### src/rtl/cpu_pkg.sv
// +--------------------------------------------------------------------------+
// | cpu_pkg : shared types and default constants for the pipeline controller |
// | Rev 1.0                                                                  |
// +--------------------------------------------------------------------------+
`default_nettype none

package cpu_pkg;

  typedef enum logic [1:0] {
    RUN      = 2'd0,
    FLUSH    = 2'd1,
    MUL_WAIT = 2'd2
  } stall_state_e;

  localparam int DEF_MUL_LATENCY    = 4;
  localparam int DEF_BRANCH_PENALTY = 2;
  localparam int DEF_STALL_CNT_W    = 16;

  // Sized for the largest legal MUL_LATENCY (15) and BRANCH_PENALTY (3)
  localparam int MUL_CNT_W   = 4;
  localparam int FLUSH_CNT_W = 2;

endpackage : cpu_pkg

`default_nettype wire

### src/rtl/stall_counter.sv
// +--------------------------------------------------------------------------+
// | stall_counter : saturating up-counter with enable and async active-low   |
// | clear. Rev 1.0                                                           |
// +--------------------------------------------------------------------------+
`default_nettype none

module stall_counter #(
  parameter int WIDTH = 16
) (
  input  logic             clk,
  input  logic             rstN,
  input  logic             en_i,
  output logic [WIDTH-1:0] count_o
);

  logic [WIDTH-1:0] count_q;
  logic [WIDTH-1:0] count_d;

  always_comb begin
    count_d = count_q;
    if (en_i && (count_q != {WIDTH{1'b1}})) begin
      count_d = count_q + {{(WIDTH-1){1'b0}}, 1'b1};
    end
  end

  always_ff @(posedge clk or negedge rstN) begin
    if (!rstN) begin
      count_q <= '0;
    end else begin
      count_q <= count_d;
    end
  end

  assign count_o = count_q;

endmodule : stall_counter

`default_nettype wire

### src/rtl/pipeline_stall_controller.sv
// +--------------------------------------------------------------------------+
// | pipeline_stall_controller : priority sequencer for PC / IF/ID / ID/EX /  |
// | EX/MEM enables, flushes and bubbles, plus a stall-cycle counter. Rev 1.0 |
// +--------------------------------------------------------------------------+
`default_nettype none

module pipeline_stall_controller
  import cpu_pkg::*;
#(
  parameter int MUL_LATENCY    = DEF_MUL_LATENCY,
  parameter int BRANCH_PENALTY = DEF_BRANCH_PENALTY,
  parameter int STALL_CNT_W    = DEF_STALL_CNT_W
) (
  input  logic                   clk,
  input  logic                   rstN,
  input  logic                   loadUseHazard,
  input  logic                   branchTaken,
  input  logic                   mulStart,
  input  logic                   memBusy,
  output logic                   pcWrite,
  output logic                   ifIdWrite,
  output logic                   ifIdFlush,
  output logic                   idExWrite,
  output logic                   idExBubble,
  output logic                   exMemWrite,
  output logic                   exMemBubble,
  output logic                   mulDone,
  output logic [STALL_CNT_W-1:0] stallCycles
);

  localparam logic [MUL_CNT_W-1:0]   MUL_INIT   = MUL_CNT_W'(MUL_LATENCY - 2);
  localparam logic [FLUSH_CNT_W-1:0] FLUSH_INIT = FLUSH_CNT_W'(BRANCH_PENALTY - 1);

  stall_state_e           state_q, state_d;
  logic [MUL_CNT_W-1:0]   mulCnt_q, mulCnt_d;
  logic [FLUSH_CNT_W-1:0] flushCnt_q, flushCnt_d;

  always_ff @(posedge clk or negedge rstN) begin
    if (!rstN) begin
      state_q    <= RUN;
      mulCnt_q   <= '0;
      flushCnt_q <= '0;
    end else begin
      state_q    <= state_d;
      mulCnt_q   <= mulCnt_d;
      flushCnt_q <= flushCnt_d;
    end
  end

  always_comb begin
    state_d     = state_q;
    mulCnt_d    = mulCnt_q;
    flushCnt_d  = flushCnt_q;
    pcWrite     = 1'b1;
    ifIdWrite   = 1'b1;
    ifIdFlush   = 1'b0;
    idExWrite   = 1'b1;
    idExBubble  = 1'b0;
    exMemWrite  = 1'b1;
    exMemBubble = 1'b0;
    mulDone     = 1'b0;

    if (memBusy) begin
      // Whole pipeline frozen; every piece of sequencer state holds.
      pcWrite    = 1'b0;
      ifIdWrite  = 1'b0;
      idExWrite  = 1'b0;
      exMemWrite = 1'b0;
    end else if (state_q == MUL_WAIT) begin
      if (mulCnt_q == '0) begin
        mulDone = 1'b1;
        state_d = RUN;
      end else begin
        pcWrite     = 1'b0;
        ifIdWrite   = 1'b0;
        idExWrite   = 1'b0;
        exMemBubble = 1'b1;
        mulCnt_d    = mulCnt_q - {{(MUL_CNT_W-1){1'b0}}, 1'b1};
      end
    end else if (branchTaken) begin
      ifIdFlush  = 1'b1;
      idExBubble = 1'b1;
      if (BRANCH_PENALTY > 1) begin
        state_d    = FLUSH;
        flushCnt_d = FLUSH_INIT;
      end else begin
        state_d = RUN;
      end
    end else if (mulStart) begin
      pcWrite     = 1'b0;
      ifIdWrite   = 1'b0;
      idExWrite   = 1'b0;
      exMemBubble = 1'b1;
      state_d     = MUL_WAIT;
      mulCnt_d    = MUL_INIT;
    end else if (state_q == FLUSH) begin
      ifIdFlush  = 1'b1;
      flushCnt_d = flushCnt_q - {{(FLUSH_CNT_W-1){1'b0}}, 1'b1};
      if (flushCnt_q == {{(FLUSH_CNT_W-1){1'b0}}, 1'b1}) begin
        state_d = RUN;
      end
    end else if (loadUseHazard) begin
      pcWrite    = 1'b0;
      ifIdWrite  = 1'b0;
      idExBubble = 1'b1;
    end
  end

  stall_counter #(
    .WIDTH (STALL_CNT_W)
  ) u_stall_counter (
    .clk     (clk),
    .rstN    (rstN),
    .en_i    (~pcWrite),
    .count_o (stallCycles)
  );

endmodule : pipeline_stall_controller

`default_nettype wire

### config.mk
export PLATFORM = sky130hd
export DESIGN_NAME = pipeline_stall_controller
export DESIGN_NICKNAME = d
export VERILOG_FILES = /design/src/rtl/cpu_pkg.sv /design/src/rtl/stall_counter.sv /design/src/rtl/pipeline_stall_controller.sv
export SDC_FILE = /design/constraint.sdc
export NUM_CORES = 1
export LEC_CHECK = 0
export ABC_CLOCK_PERIOD_IN_PS = 2300
export BUFFER_PORTS_ARGS = -buffer_cell sky130_fd_sc_hd__buf_2
export CAP_MARGIN = 15
export CORE_ASPECT_RATIO = 1.4
export CORE_MARGIN = 1
export CORE_UTILIZATION = 35
export CTS_BUF_LIST = sky130_fd_sc_hd__clkbuf_8
export CTS_CLUSTER_DIAMETER = 30
export DETAILED_ROUTE_END_ITERATION = 12
export SYNTH_ARGS = -nofsm -noshare
export SYNTH_HDL_FRONTEND = slang
export SYNTH_SLANG_ARGS = --single-unit
### constraint.sdc
create_clock -name clk -period 2.3 [get_ports clk]
set_clock_uncertainty 0.15 [all_clocks]
set_input_delay 0.345 -clock clk [delete_from_list [all_inputs] [get_ports clk]]
set_output_delay 0.345 -clock clk [all_outputs]
set_load 0.02 [all_outputs]
==> results.py <==
metrics = {
    "status": {
        "outcome": "completed",
    },
    "route": {
        "drt-initial-drc-count": 27,
        "via_count": 1051,
        "postRouteAntennaNets": 0,
        "drc": 0,
        "drtPass1Iterations": 4,
        "wl_per_cell_um": 13.3,
        "vias_per_cell": 5.08,
        "wirelength_mm": 2.74,
    },
    "clock_tree": {
        "clkLatencyLatePin_ps": 260,
        "cts_buffer_depth": 2,
        "cts_num_sinks": 24,
        "cts_made_buffers": 3,
        "clk_transition_reported_paths_ps": 80,
        "cts_root_buf": "clkbuf_8",
        "cts.htree.levels": 1,
        "tritoncts": "yes",
    },
    "global_routing": {
        "grt_max_degree": 25,
        "grt_pass1_wl_mm": 4.55,
        "grt-ovfl-total": 0,
        "grt_pass1_vias": 1038,
        "grt_usage_pct": 15.5,
        "antenna_found_initial": 0,
    },
    "yosys": {
        "syn_avg_cell_area_um2": 10.1,
        "ys_types": 36,
        "synth_seq_cells": 24,
        "yosysSeqAreaShare_pct": 45.9,
        "synth_warnings": 0,
        "synth_nets": 142,
        "synth_cells": 130,
        "synth_top_cell_by_area": "dfrtp_1",
        "synth_top_area_share_pct": 45.9,
        "synth.top_cells.by_area": "dfrtp_1 (46%), xnor2_1 (11%), ha_1 (5.7%)",
        "netlist_area_um2": 1310,
    },
    "pwr": {
        "power.density_nw_per_um2": 957,
        "internal_power_mw": 0.942,
        "power_leakage_nw": 0.772,
        "sequentialPowerShare_pct": 42.5,
        "switching_share_pct": 38.9,
        "p_comb_share_pct": 41.8,
        "power.share.clock_pct": 15.7,
        "power_mw": 1.54,
        "p_switching_mw": 0.601,
        "vdd_ir_drop_max_mv": 0.467,
    },
    "setup_path": {
        "cp-start-kind": "flop",
        "arrival_ps": 1780,
        "timing.rr.start": "mulCnt_q[1]$_DFFE_PN0P_",
        "worstRegToRegCells": 8,
        "crit_type": "reg2out",
        "r2r_end": "u_stall_counter.count_o[1]$_DFFE_PN0P_",
        "crit_path_end_kind": "output port",
        "worstPathMaxFanout": 3,
        "cp.required_ps": 1800,
        "r2r_slack_ps": 150,
    },
    "timing": {
        "setup-violations-final": 0,
        "hold_ws_ps": 260,
        "period_share_pct": 98.8,
        "slew_headroom_pct": 64.0,
        "post-route-min-period_ps": 2270,
        "fmax_mhz": 440,
        "slew_violations": 0,
        "rsz0062_at_grt": "true",
        "hold_violations": 0,
        "worst_pin_slew_ps": 539,
    },
    "placed_design": {
        "gp_congestion": 0.786,
        "dpl.hpwl_mm": 1.98,
        "place_area_um2": 1490,
        "io_buffers": 29,
    },
    "die": {
        "die_x_um": 53.7,
        "num_rows": 25,
        "start_util_pct": 37.7,
        "core_area_um2": 3470,
        "die_y_um": 74.3,
        "pin_count": 30,
        "die_area_um2": 3990,
    },
    "layout": {
        "final_nets": 181,
        "fillers": 347,
        "n_antenna_cell": 0,
        "drive_above_1_share_pct": 31.1,
        "area_growth_pct": 23.3,
        "fin_area_um2": 1610,
    },
    "worst_hold_path": {
        "hold_depth": 2,
        "hold_class": "in2reg",
        "hold_start": "branchTaken",
        "holdPathEnd": "state_q[0]$_DFFE_PN0P_",
    },
    "run": {
        "maxCapViolCount": 0,
    },
}
-- through the flow --
stage,std cells,TNS [ps],util (%),setup slack (ps)
2_1_floorplan,130,0,-,70.4
5_1_grt,207,-80.4,46.5,-25.5
3_5_place_dp,198,0,43.0,181
6_report,207,0,46.5,26.9
4_1_cts,205,0,45.3,7.46
3_3_place_gp,198,0,43.0,250
-- critical path, stage by stage, from the launching register on --
cell and delay [ps]:
dfrtp_1 400, inv_2 90, ha_4 130, or3b_4 400, buf_4 150, nor3b_1 160
buf_2 190
-- registers in the layout, indices dropped and copies added (netlist names) --
name	count
flushCnt_q	2
u_stall_counter.count_o	16
state_q	2
mulCnt_q	4
-- power by group through the flow --
stage	sequential, mW	clock (mW)	combinational (mW)
5_1_grt	0.672	0.263	0.718
3_3_place_gp	0.655	0	0.554
2_1_floorplan	0.715	0	0.346
6_report	0.656	0.242	0.645
4_1_cts	0.654	0.253	0.600
3_5_place_dp	0.664	0	0.569
-- worst max path at each step --
stage | start | endpoint | slack, ps
final | mulCnt_q[1]$_DFFE_PN0P_ | mulDone | 30
after global routing | mulCnt_q[0]$_DFFE_PN0P_ | ifIdWrite | -30
after floorplan | mulCnt_q[0]$_DFFE_PN0P_ | pcWrite | 70
after global placement | mulCnt_q[0]$_DFFE_PN0P_ | ifIdWrite | 250
after CTS | mulCnt_q[1]$_DFFE_PN0P_ | idExWrite | 7
after detailed placement | mulCnt_q[0]$_DFFE_PN0P_ | pcWrite | 180
-- kinds of logic (layout without fill, tap and decap cells) --
logic type	Yosys count	count (layout)	share of synthesized area, %
AND/OR/NAND/NOR	57	57	24.0
AO/OA/AOI/OAI	12	12	6.89
XOR/XNOR	17	17	11.4
flip-flops	24	24	45.9
buffers and inverters	12	49	4.40
adder cells (fa/ha/maj)	6	6	5.74
multiplexers	2	2	1.63
-- synthesized netlist by cell type (all sizes together) --
cell type  count
o21a           1
nor4           2
a211oi         1
a21oi          3
nor3           2
o21ai          4
nand3         12
nand2          9
and3           5
inv            9
mux2i          1
buf            3
xnor2         16
a22o           1
a21o           1
nor3b          1
nor2          11
or3            1
dfrtp         24
xor2           1
o31ai          1
nor2b          4
mux2           1
nand3b         1
or3b           1
nand4b         1
nand4          6
and2           1
ha             6
-- final cells by class --
| cell class | instances | area, um^2 | area share (%) |
|---|---|---|---|
| multi-input cells | 94 | 664 | 41.2 |
| flip-flops and latches | 24 | 601 | 37.2 |
| repair buffers | 37 | 223 | 13.8 |
| well taps | 40 | 50.0 | 3.10 |
| clock buffers | 3 | 41.3 | 2.56 |
| inverters | 9 | 33.8 | 2.09 |
-- what timing repair did --
item,in CTS,in global routing
endpoints found under the hold margin,24,0
hold buffers,1,0
pin swaps,1,2
setup buffers,3,2
setup endpoints to repair,4,5
resized for setup,2,11
-- cell usage in the layout (no fill, tap or decap), drive strengths merged, types with 2 or more instances in the layout --
| master | count |
|---|---|
| nand4 | 6 |
| xnor2 | 16 |
| nor2 | 11 |
| dfrtp | 24 |
| clkbuf | 3 |
| and3 | 5 |
| o21ai | 4 |
| buf | 36 |
| nor4 | 2 |
| nor2b | 4 |
| nand3 | 12 |
| inv | 9 |
| a21oi | 3 |
| nand2 | 9 |
| ha | 6 |
| nor3 | 2 |
-- layer usage --
metal / vias up / track usage, % / wire, um
met5: - / 0 / 0
met4: 0 / 6.14 / 17
met3: 2 / 1.84 / 84
met2: 22 / 25.4 / 1390
met1: 506 / 20.5 / 1250
li1: 521 / - / -
(Power assumes the default switching activity.)
